**config.mk**
```make
export PLATFORM = sky130hd
export DESIGN_NAME = fx_bus_master
export DESIGN_NICKNAME = d
export VERILOG_FILES = /design/src/rtl/fx_bus_master.sv
export SDC_FILE = /design/constraint.sdc
export NUM_CORES = 1
export LEC_CHECK = 0
export CORE_UTILIZATION = 38
export DETAILED_ROUTE_END_ITERATION = 12
export GPL_TIMING_DRIVEN = 1
export PLACE_DENSITY = 0.71
export SYNTH_ARGS = -nofsm -noshare
export SYNTH_HDL_FRONTEND = slang
export SYNTH_SLANG_ARGS = --single-unit
```
**constraint.sdc**
```tcl
create_clock -name clk_sys -period 4.2 [get_ports clk_sys]
set_input_delay 1.26 -clock clk_sys [delete_from_list [all_inputs] [get_ports clk_sys]]
set_output_delay 1.26 -clock clk_sys [all_outputs]
set_load 0.03 [all_outputs]
```
**src/rtl/fx_bus_master.sv**
```systemverilog
// fx_bus_master: host byte stream to fx register bus initiator.
// Frames: opcode, A2, A1, A0, payload. 'W' writes one byte and 'R' bursts N
// reads, where N=0 means 256. Read data is returned on the tx byte stream.
// Optional inter-byte frame timeout: define FX_MASTER_TIMEOUT_EN.
module fx_bus_master #(
  parameter int unsigned RD_LAT    = 1,
  parameter logic [23:0] TO_CYCLES = 24'd1_000_000
) (
  input  logic        clk_sys,
  input  logic        rst,
  input  logic [7:0]  rx_data,
  input  logic        rx_vld,
  output logic        rx_rdy,
  output logic [7:0]  tx_data,
  output logic        tx_vld,
  input  logic        tx_rdy,
  output logic [21:0] fx_waddr,
  output logic        fx_wr,
  output logic [7:0]  fx_data,
  output logic [21:0] fx_raddr,
  output logic        fx_rd,
  input  logic [7:0]  fx_q,
  output logic        busy,
  output logic [7:0]  err_cnt
);

  localparam logic [7:0]  OP_W = 8'h57;
  localparam logic [7:0]  OP_R = 8'h52;
  localparam int unsigned WW   = (RD_LAT > 1) ? $clog2(RD_LAT) : 1;

  typedef enum logic [3:0] {
    S_IDLE, S_A2, S_A1, S_A0, S_PAY, S_WR, S_RD_ISSUE, S_RD_WAIT, S_RD_SEND
  } state_t;

  state_t          state, state_nxt;
  logic            rx_acc, tx_acc, bad_op, timeout, wait_last, op_wr;
  logic [21:0]     addr;
  logic [8:0]      rem;
  logic [WW-1:0]   wait_cnt;

  assign rx_acc    = rx_vld & rx_rdy;
  assign tx_acc    = tx_vld & tx_rdy;
  assign wait_last = (wait_cnt == WW'(RD_LAT - 1));
  assign busy      = (state != S_IDLE);

`ifdef FX_MASTER_TIMEOUT_EN
  logic [23:0] to_cnt;
  logic        in_frame;
  assign in_frame = (state == S_A2) || (state == S_A1) || (state == S_A0) || (state == S_PAY);
  assign timeout  = in_frame && !rx_vld && (to_cnt == TO_CYCLES - 24'd1);

  // Inter-byte timer: runs only while a frame header/payload is pending
  always_ff @(posedge clk_sys) begin
    if (rst) begin
      to_cnt <= '0;
    end else if (!in_frame || rx_vld || timeout) begin
      to_cnt <= '0;
    end else begin
      to_cnt <= to_cnt + 24'd1;
    end
  end
`else
  logic unused_to_cycles;
  assign unused_to_cycles = ^TO_CYCLES;
  assign timeout          = 1'b0;
`endif

  // State register
  always_ff @(posedge clk_sys) begin
    if (rst) begin
      state <= S_IDLE;
    end else begin
      state <= state_nxt;
    end
  end

  // Next state and handshake/strobe outputs; everything is forced off in reset
  always_comb begin
    state_nxt = state;
    rx_rdy    = 1'b0;
    fx_wr     = 1'b0;
    fx_rd     = 1'b0;
    tx_vld    = 1'b0;
    bad_op    = 1'b0;
    case (state)
      S_IDLE: begin
        rx_rdy = 1'b1;
        if (rx_vld) begin
          if (rx_data == OP_W || rx_data == OP_R) state_nxt = S_A2;
          else                                    bad_op    = 1'b1;
        end
      end
      S_A2: begin
        rx_rdy = 1'b1;
        if (rx_vld) state_nxt = S_A1;
      end
      S_A1: begin
        rx_rdy = 1'b1;
        if (rx_vld) state_nxt = S_A0;
      end
      S_A0: begin
        rx_rdy = 1'b1;
        if (rx_vld) state_nxt = S_PAY;
      end
      S_PAY: begin
        rx_rdy = 1'b1;
        if (rx_vld) state_nxt = op_wr ? S_WR : S_RD_ISSUE;
      end
      S_WR: begin
        fx_wr     = 1'b1;
        state_nxt = S_IDLE;
      end
      S_RD_ISSUE: begin
        fx_rd     = 1'b1;
        state_nxt = S_RD_WAIT;
      end
      S_RD_WAIT: begin
        if (wait_last) state_nxt = S_RD_SEND;
      end
      S_RD_SEND: begin
        tx_vld = 1'b1;
        if (tx_rdy) state_nxt = (rem == 9'd1) ? S_IDLE : S_RD_ISSUE;
      end
      default: state_nxt = S_IDLE;
    endcase
    if (timeout) state_nxt = S_IDLE;
    if (rst) begin
      rx_rdy    = 1'b0;
      fx_wr     = 1'b0;
      fx_rd     = 1'b0;
      tx_vld    = 1'b0;
      bad_op    = 1'b0;
      state_nxt = S_IDLE;
    end
  end

  // Frame capture, bus address/data, read sequencing and error counter
  always_ff @(posedge clk_sys) begin
    if (rst) begin
      op_wr    <= 1'b0;
      addr     <= '0;
      rem      <= '0;
      wait_cnt <= '0;
      fx_waddr <= '0;
      fx_data  <= '0;
      fx_raddr <= '0;
      tx_data  <= '0;
      err_cnt  <= '0;
    end else begin
      case (state)
        S_IDLE:  if (rx_acc) op_wr <= (rx_data == OP_W);
        S_A2:    if (rx_acc) addr[21:16] <= rx_data[5:0];
        S_A1:    if (rx_acc) addr[15:8]  <= rx_data;
        S_A0:    if (rx_acc) addr[7:0]   <= rx_data;
        S_PAY: begin
          if (rx_acc) begin
            if (op_wr) begin
              fx_waddr <= addr;
              fx_data  <= rx_data;
            end else begin
              fx_raddr <= addr;
              rem      <= (rx_data == 8'h00) ? 9'd256 : {1'b0, rx_data};
            end
          end
        end
        S_RD_ISSUE: wait_cnt <= '0;
        S_RD_WAIT: begin
          wait_cnt <= wait_cnt + WW'(1);
          if (wait_last) tx_data <= fx_q;
        end
        S_RD_SEND: begin
          if (tx_acc) begin
            rem            <= rem - 9'd1;
            fx_raddr[15:0] <= fx_raddr[15:0] + 16'd1;
          end
        end
        default: ;
      endcase
      if ((bad_op || timeout) && err_cnt != 8'hFF) err_cnt <= err_cnt + 8'd1;
    end
  end

endmodule

```
==> metrics.md <==
| Metric | Value |
|---|---|
| Hold Vio Cnt, Final | `0` |
| Routability cong. | `approximately 0.84` |
| Worst-Skew Late Latency | `0.35 ns` |
| Largest family of logic cells by synthesized area | `simple AND/OR/NAND/NOR gates` |
| Share of cells above drive strength 1 | `0.0629` |
| Cell Count, Final, Fillers Out | `852` |
| Die X | `115 µm` |
| DR vias | `4713` |
| Fin crit share | `0.864` |
| Synthesis Warnings | `0` |
| Worst path bufs/invs | `2` |
| Unique cell type count in the Yosys netlist | `59` |
| Post-synthesis adder-cell area fraction | `0.0103` |
| Post-synthesis simple-gate area fraction | `0.297` |
| Cts hold-fix bufs | `0` |
| Dpl hpwl | `9.18 mm` |
| Power Density | `307 mW/mm²` |
| Number of I/O port buffers | `92` |
| Post-synthesis sequential element count | `105` |
| I/O pins | `93` |
| Layout net count | `703` |
| Seq/Total Area, Yosys | `0.434` |
| Pin count of the biggest net entering global routing | `52` |
| Die height | `115 µm` |
| Power, Total | `1900 µW` |
| Maximum vdd drop | `181 µV` |
| Slew HR | `0.254` |
| Inserted Diodes | `0` |
| Mapped Area | `0.00484 mm²` |
| XOR/XNOR Fraction of Synth Area | `0.00181` |
| Post-synthesis mux area share | `0.0483` |
| Final worst slack | `0.569 ns` |
| Core area | `0.0122 mm²` |
| Post-Syn Area per Cell | `between 7 and 8 µm²` |
| Final wirelength | `13.4 mm` |
| Status | `complete, no violations` |
| Clock-pin slew on the worst setup and hold paths | `0.07 ns` |
| Total grt overflow | `0` |
| Vias in the first global route | `4403` |
| Slowest stage cell on the critical path | `clkdlybuf4s50_1` |
| Worst min-delay path category | `flop to flop` |
| Largest stage delay, worst path | `about 0.7 ns` |
| Initial DRC count | `286` |
| Antenna violations before repair | `0` |
| Clk sink count | `105` |
| Total GRT Usage | `0.207` |
| Dominant synthesized flop cell | `dfxtp_1` |
| Setup TNS | `0 ns` |
| Total CTS buffers | `9` |
| Routed wire per std cell | `15.8 µm` |
| Max Clk Rate | `0.275 GHz` |
| Worst Skew | `0.00849 ns` |
| Placed insts | `836` |
| CTS resizes | `0` |
| Crit Path Class | `input port to primary output` |
| Post-Syn Instances | `606` |
| Clock period minus worst slack | `3.63 ns` |
| Antenna viol nets, final | `0` |
| Crit-path cells | `buf_2, nor4_1, clkdlybuf4s50_1` |
| Vias per std cell | `around 5.5` |
| Setup crit start kind | `input port` |
| Area Growth Syn to Fin | `27.5%` |
| Initial core utilization | `0.396` |
| RSZ-0062 raised after global routing | `no` |
| Crit path capture type | `primary output` |
| First-pass GRT wire length | `21.7 mm` |
| Syn nets | `630` |
| Maximum clock path buffer count | `2` |
| Row cnt | `40` |
| Final setup fails | `0` |
| EDFF count, synth | `0` |
| H-tree lvl count | `3` |
| Max FO, Critical Path | `10` |
| Setup Buffers After CTS | `0` |
| Synth Area in Compound Gates | `0.161` |
| Critical path arrival | `2.37 ns` |
| Area of the die | `approximately 0.013 mm²` |
| Root Buffer | `clkbuf_16` |
| FFs w/ async S/R, synth | `0` |
| TritonRoute pass-1 iters | `5` |
| DRC | `0` |
| Top delay family on crit path | `buffers and inverters` |
| Final Max Slew Viols | `0` |
| Dpl ws | `0.525 ns` |
| Leak | `around 0.0023 µW` |
| MaxCap Viol Count | `0` |
| CP required | `2.94 ns` |
| TritonCTS clock tree | `done` |
| Pin slew with the least headroom to its limit | `1.11 ns` |
[metrics by stage]
stage               utilization  instance area [µm²]  hold WS, ns
floorplan                     -                 4840        0.428
global placement          0.482                 5880        0.444
detailed placement        0.482                 5880        0.444
CTS                       0.505                 6170        0.455
global route              0.505                 6170        0.468
finish                    0.505                 6170        0.452
[final cells by class]
cell class                 count  area (µm²)
fill                        1186        6040
multi-input combinational    447        2510
clock buffer                  10         239
clock inverter                 6        47.5
tap                          168         210
timing repair buffer         107        1030
inverter                       9        33.8
sequential                   105        2100
[worst paths after layout]
path	from	to	slack [ns]	cells after the start
setup / recovery	rst	fx_rd	0.57	3
hold / removal	fx_waddr[0]	fx_waddr[0]	0.45	2
setup reg to reg	state[3]	fx_raddr[9]	1.79	5
hold reg to reg	fx_waddr[0]	fx_waddr[0]	0.45	2
[logic make-up (layout without fill, tap and decap cells)]
logic type,Yosys count,in the layout
flip-flops,105,105
AO/OA/AOI/OAI,124,124
AND/OR/NAND/NOR,295,295
XOR/XNOR,1,1
multiplexers,23,23
buffers and inverters,54,132
adder cells (fa/ha/maj),4,4
[placed cells by master, fill, tap and decap left out, types with 5 or more instances in the layout]
| cell | instances |
|---|---|
| nor2_1 | 39 |
| a21o_1 | 5 |
| or4_1 | 7 |
| nor2b_1 | 8 |
| nand3_1 | 58 |
| nand4_1 | 6 |
| inv_1 | 9 |
| o21ai_0 | 43 |
| nand2_1 | 120 |
| o31ai_1 | 6 |
| dfxtp_1 | 105 |
| a21oi_1 | 33 |
| clkdlybuf4s50_1 | 91 |
| a211oi_1 | 5 |
| nor3_1 | 11 |
| and2_0 | 6 |
| nor4_1 | 12 |
| clkbuf_16 | 9 |
| buf_4 | 15 |
| mux2i_1 | 20 |
[cells in the mapped netlist, types with 2 or more instances]
cell type / instances / area share
nand2_1: 120 / 0.093
dfxtp_1: 105 / 0.43
nand3_1: 58 / 0.060
o21ai_0: 43 / 0.044
nor2_1: 39 / 0.030
a21oi_1: 33 / 0.034
clkbuf_1: 29 / 0.022
mux2i_1: 20 / 0.041
nor4_1: 12 / 0.016
nor3_1: 11 / 0.011
buf_2: 9 / 0.0093
inv_1: 9 / 0.0070
nor2b_1: 8 / 0.010
or4_1: 7 / 0.011
and2_0: 6 / 0.0078
nand4_1: 6 / 0.0078
o31ai_1: 6 / 0.0093
a211oi_1: 5 / 0.0078
a21o_1: 5 / 0.0078
a22oi_1: 4 / 0.0062
and4_1: 4 / 0.0072
buf_1: 4 / 0.0031
ha_1: 4 / 0.010
nand2b_1: 4 / 0.0052
and3_1: 3 / 0.0039
mux2_2: 3 / 0.0070
nor3b_1: 3 / 0.0047
o211ai_1: 3 / 0.0047
o22ai_1: 3 / 0.0039
o2bb2ai_1: 3 / 0.0054
a311oi_1: 2 / 0.0036
a31oi_1: 2 / 0.0026
a41oi_1: 2 / 0.0036
buf_4: 2 / 0.0031
nand3b_1: 2 / 0.0031
nor4b_2: 2 / 0.0062
o21a_1: 2 / 0.0031
or3_1: 2 / 0.0026
[layer usage]
layer,track usage,part of all wire,vias to the layer above
met5,0,0,-
met2,0.322,0.46,156
li1,-,-,2287
met4,0.0658,0.013,0
met1,0.290,0.47,2257
met3,0.0385,0.063,13
[report_power, final]
part	internal [µW]	total, µW	switching, µW
clock	427	820	393
combinational	30.2	78.1	47.8
sequential	996	998	2.29
total	1450	1900	443
[flip-flops by register name, indices dropped and copies added (netlist names)]
name / count
addr: 22
err_cnt: 8
fx_data: 8
fx_raddr: 22
fx_waddr: 22
op_wr: 1
rem: 9
state: 4
tx_data: 8
wait_cnt: 1
[worst reg2reg max path, stage by stage (launching register included)]
cell	delay (ns)
dfxtp_1	0.71
or4b_1	0.52
buf_4	0.30
or4_1	0.57
o21ai_0	0.08
a211oi_1	0.08
No activity file was read; power rests on OpenSTA's default activity.
